`config.mk`:
```
export PLATFORM = sky130hd
export DESIGN_NAME = uart_tx_fifo
export DESIGN_NICKNAME = d
export VERILOG_FILES = /design/src/rtl/uart_tx_fifo.sv
export SDC_FILE = /design/constraint.sdc
export NUM_CORES = 1
export LEC_CHECK = 0
export CORE_UTILIZATION = 30
export DETAILED_ROUTE_END_ITERATION = 16
export PLACE_DENSITY_LB_ADDON = 0.2
export SLEW_MARGIN = 30
export SYNTH_ARGS = -nofsm -noshare
export SYNTH_HDL_FRONTEND = slang
export SYNTH_SLANG_ARGS = --single-unit
```
`constraint.sdc`:
```
create_clock -name clk -period 4.18 [get_ports clk]
set_input_delay 0.627 -clock clk [delete_from_list [all_inputs] [get_ports clk]]
set_output_delay 0.627 -clock clk [all_outputs]
set_load 0.02 [all_outputs]
```
`src/rtl/uart_tx_fifo.sv`:
```
// uart_tx_fifo: byte FIFO that issues one single-cycle uart write strobe per byte, CLKS_PER_BYTE apart.
// Define UART_TX_FIFO_OVF_EN to build the sticky overflow flag; otherwise overflow_o is tied low.
module uart_tx_fifo #(
  parameter int DEPTH         = 16,
  parameter int CLKS_PER_BYTE = 1042
) (
  input  logic                   clk,
  input  logic                   rst,
  input  logic                   wr_en_i,
  input  logic [7:0]             wr_data_i,
  output logic                   full_o,
  output logic                   empty_o,
  output logic [$clog2(DEPTH):0] level_o,
  output logic                   uart_we_o,
  output logic [7:0]             uart_data_o,
  output logic                   overflow_o
);
  localparam int AW = $clog2(DEPTH);
  localparam int LW = AW + 1;
  localparam int GW = $clog2(CLKS_PER_BYTE);
  localparam logic [LW-1:0] LVL_FULL = LW'(DEPTH);
  localparam logic [GW-1:0] GAP_LOAD = GW'(CLKS_PER_BYTE - 1);

  typedef enum logic {IDLE, GAP} state_t;

  state_t        state;
  logic [7:0]    mem [DEPTH];
  logic [AW-1:0] wr_ptr;
  logic [AW-1:0] rd_ptr;
  logic [GW-1:0] gap;
  logic          push;
  logic          pop;
  logic [LW-1:0] level_nxt;

  // Full is the registered flag, so a pop in the same cycle never frees room for a push.
  always_comb begin
    push      = wr_en_i && !full_o;
    pop       = (state == IDLE) && !empty_o;
    level_nxt = level_o;
    if (push && !pop)
      level_nxt = level_o + LW'(1);
    else if (pop && !push)
      level_nxt = level_o - LW'(1);
  end

  always_ff @(posedge clk) begin
    if (push)
      mem[wr_ptr] <= wr_data_i;
  end

  always_ff @(posedge clk) begin
    if (rst) begin
      wr_ptr      <= '0;
      rd_ptr      <= '0;
      level_o     <= '0;
      full_o      <= 1'b0;
      empty_o     <= 1'b1;
      state       <= IDLE;
      gap         <= '0;
      uart_we_o   <= 1'b0;
      uart_data_o <= 8'h00;
    end else begin
      if (push)
        wr_ptr <= wr_ptr + AW'(1);
      level_o <= level_nxt;
      full_o  <= (level_nxt == LVL_FULL);
      empty_o <= (level_nxt == '0);
      case (state)
        IDLE: begin
          if (pop) begin
            uart_we_o   <= 1'b1;
            uart_data_o <= mem[rd_ptr];
            rd_ptr      <= rd_ptr + AW'(1);
            gap         <= GAP_LOAD;
            state       <= GAP;
          end else begin
            uart_we_o <= 1'b0;
          end
        end
        GAP: begin
          // Leaving on the edge where gap hits 0 puts the next strobe exactly CLKS_PER_BYTE later.
          uart_we_o <= 1'b0;
          gap       <= gap - GW'(1);
          if (gap == GW'(1))
            state <= IDLE;
        end
      endcase
    end
  end

`ifdef UART_TX_FIFO_OVF_EN
  always_ff @(posedge clk) begin
    if (rst)
      overflow_o <= 1'b0;
    else if (wr_en_i && full_o)
      overflow_o <= 1'b1;
  end
`else
  assign overflow_o = 1'b0;
`endif

endmodule

```
==> summary.txt <==
count of buffer and inverter cells on the critical path = 1
post-route setup slack = 1.99 ns
total congestion overflow = 0
total cell area at the placement stage = 7200 um2
residual antenna-violating net count after detailed routing = 0
count of distinct cell types in the synthesized netlist = 50
Core Region = 21800 um2
share of the clock period used by the worst path = 52.5%
type of element launching the critical path = flop
CP Depth = 5
Primary FF master, synth = sky130_fd_sc_hd__edfxtp_1
die width = 151 um
number of enable-type register cells in the synthesized netlist = 128
# IOs = 28
number of global-route vias before repair = 3847
vias post-DR = 3809
iteration-0 DRC count of the detailed router = 209
number of gates resized after cts = 0
# H-tree levels = 4
post-layout instance count excluding filler cells = 781
status = completed
Crit path max-delay family = flip-flops
DRC viols = 0
Core Rows = 54
post-CTS repair timing setup buffer count = 0
portion of synthesized cell area occupied by the leading cell type = 58.0%
most instantiated cells after synthesis = 128 x sky130_fd_sc_hd__edfxtp_1, 58 x sky130_fd_sc_hd__mux2i_1, 36 x sky130_fd_sc_hd__dfxtp_1, 34 x sky130_fd_sc_hd__nor2_1, 29 x sky130_fd_sc_hd__a22oi_1
synth top area cells = sky130_fd_sc_hd__edfxtp_1 58%, sky130_fd_sc_hd__dfxtp_1 11%, sky130_fd_sc_hd__mux2i_1 8.8%
fraction of final layout cells sized beyond drive strength 1 = 10.8%
sum of routed wire length over all layers = 15200 um
max-cap violation count = 0
required time worst endpoint = 4.50 ns
Period minus WS final = 2.19 ns
Vert. Die Dim = 151 um
total setup violations reported at the end of the flow = 0
worst hold margin = 0.472 ns
effective utilization at floorplan = 30.5%
post-route clock skew = 0.0115 ns
wire length of the first global-routing pass = 23100 um
nature of the critical path endpoint = flop
Max Fanout on Critical Path = 39
Finished Core Util = 35.7%
pre-CTS setup slack = 1.55 ns
initial antenna violation count = 0
relative max-transition margin = 42.7%
number of instances in the placed design = 749
WHS Path Cells = 1
maximum buffer depth of the clock tree = 2
Yosys warnings = 0
leakage power of the design = 2.44 nW
Power Total = 4.54 mW
Port Buf Inserts = 26
Slowest cell on crit path = sky130_fd_sc_hd__dfxtp_4
clock transition at the registers of the reported paths = 0.06 ns
Routability Congestion = 0.773
post-cts hold buffer count = 0
Worst Tran Pin Value = 0.857 ns
post-synthesis register bit count = 164
max-slew violation total from the final report = 0
post-synthesis sequential area ratio = 68.8%
estimated wirelength of the detail-placed design = 9840 um
peak supply drop = 0.282 mV
pin count of the biggest net entering global routing = 40
count of inserted antenna diode cells = 0
biggest area consumer among synthesized cells = sky130_fd_sc_hd__edfxtp_1
number of cells on the worst reg-to-reg path = 5
async set-or-reset flop fraction in the synthesized netlist = 0%
worst path arrival time = 2.51 ns
post-synthesis instance area = 6630 um2
class of the most critical hold timing path = reg -> reg
area of all placed cells without fillers = 7770 um2
# nets final = 508
later-pin clock latency in the skew report = 0.43 ns
final setup TNS = 0 ns
GRT Total Usage = 14.4%
slowest cell delay on critical path = 0.80 ns
hold violation count in the final report = 0
Fmax achieved = 0.456 GHz
Synth Area per Inst = 14.4 um2
detailed-routing iteration count for the pre-antenna-repair pass = 4
setup repair after global routing missed its margin = no
Crit Path Class = reg -> reg
count of mapped cells out of synthesis = 459
series of cell instances along the critical path = buf_4 -> mux2i_1 -> a22oi_1 -> a32oi_1 -> nand2_1
buffer type at the clock tree root = sky130_fd_sc_hd__clkbuf_16
number of buffers created by CTS = 17
CTS tree = yes
area added between synthesis and finish = 17.2%
WL per Instance = 19.4 um
Total Die Area = 22700 um2
most frequently used cell type in the post-synthesis netlist = sky130_fd_sc_hd__edfxtp_1
number of vias per cell = 4.88
syn nets = 479
total power divided by cell area = 585 nW/um2
number of sinks on the clock net = 164
==> path summary, 6_finish.rpt <==
| kind | startpoint | end | slack [ns] |
|---|---|---|---|
| setup / recovery | rd_ptr[1] | uart_data_o[5] | 1.99 |
| hold / removal | gap[10] | gap[10] | 0.47 |
| setup reg to reg | rd_ptr[1] | uart_data_o[5] | 1.99 |
| hold reg to reg | gap[10] | gap[10] | 0.47 |
==> power breakdown <==
group | total (mW) | internal [mW] | switching, mW | leakage [nW]
clock | 1.49 | 0.838 | 0.649 | 0.270
sequential | 2.05 | 1.89 | 0.165 | 1.45
combinational | 1.00 | 0.439 | 0.566 | 0.713
==> final cells by class <==
| type | count | area [um2] |
|---|---|---|
| Sequential cell | 164 | 4570 |
| Timing Repair Buffer | 35 | 328 |
| Clock inverter | 11 | 90.1 |
| Inverter | 9 | 33.8 |
| Tap cell | 280 | 350 |
| Multi-Input combinational cell | 261 | 1920 |
| Fill cell | 2090 | 14000 |
| Clock buffer | 21 | 482 |
==> state kept, by name, summed over array words and instances (netlist names) <==
signal and count:
state 1, gap 11, full_o 1, rd_ptr 4, uart_data_o 8, wr_ptr 4
uart_we_o 1, empty_o 1, level_o 5, mem 128
==> routing by layer <==
layer  wire length (um)  part of all wire [%]  vias up  GRT usage (%)
met5                  0                     0        -              0
met4                144                  0.95        0           3.75
met3                703                   4.6       13           3.85
met2               7200                    47       78           22.9
met1               7120                    47     1905           19.3
li1                   -                     -     1813              -
==> cells by family (layout without fill, tap and decap cells) <==
kind of cell / after synthesis / after routing / share of synthesized area [%]
other cells: 1 / 1 / 0.0565
flops: 164 / 164 / 68.8
compound gates: 65 / 65 / 7.08
mux: 64 / 64 / 10.3
buf+inv: 34 / 76 / 2.34
xor+xnor: 9 / 9 / 1.19
fa+ha+maj: 9 / 9 / 1.70
simple gates: 113 / 113 / 8.53
==> placed cells by master, fill, tap and decap left out, types with 7 or more instances in the layout <==
cell type	netlist	final
sky130_fd_sc_hd__mux2i_1	58	58
sky130_fd_sc_hd__nor2_1	34	34
sky130_fd_sc_hd__a22oi_1	29	29
sky130_fd_sc_hd__a21oi_1	10	10
sky130_fd_sc_hd__ha_1	9	9
sky130_fd_sc_hd__nor3_1	13	13
sky130_fd_sc_hd__nand3_1	14	14
sky130_fd_sc_hd__dfxtp_1	36	35
sky130_fd_sc_hd__clkdlybuf4s50_1	0	26
sky130_fd_sc_hd__nand2_1	23	23
sky130_fd_sc_hd__edfxtp_1	128	128
sky130_fd_sc_hd__inv_1	9	9
sky130_fd_sc_hd__clkbuf_16	0	18
sky130_fd_sc_hd__a32oi_1	7	7
sky130_fd_sc_hd__buf_4	3	9
Note: power is estimated with default switching activity, not from simulation.
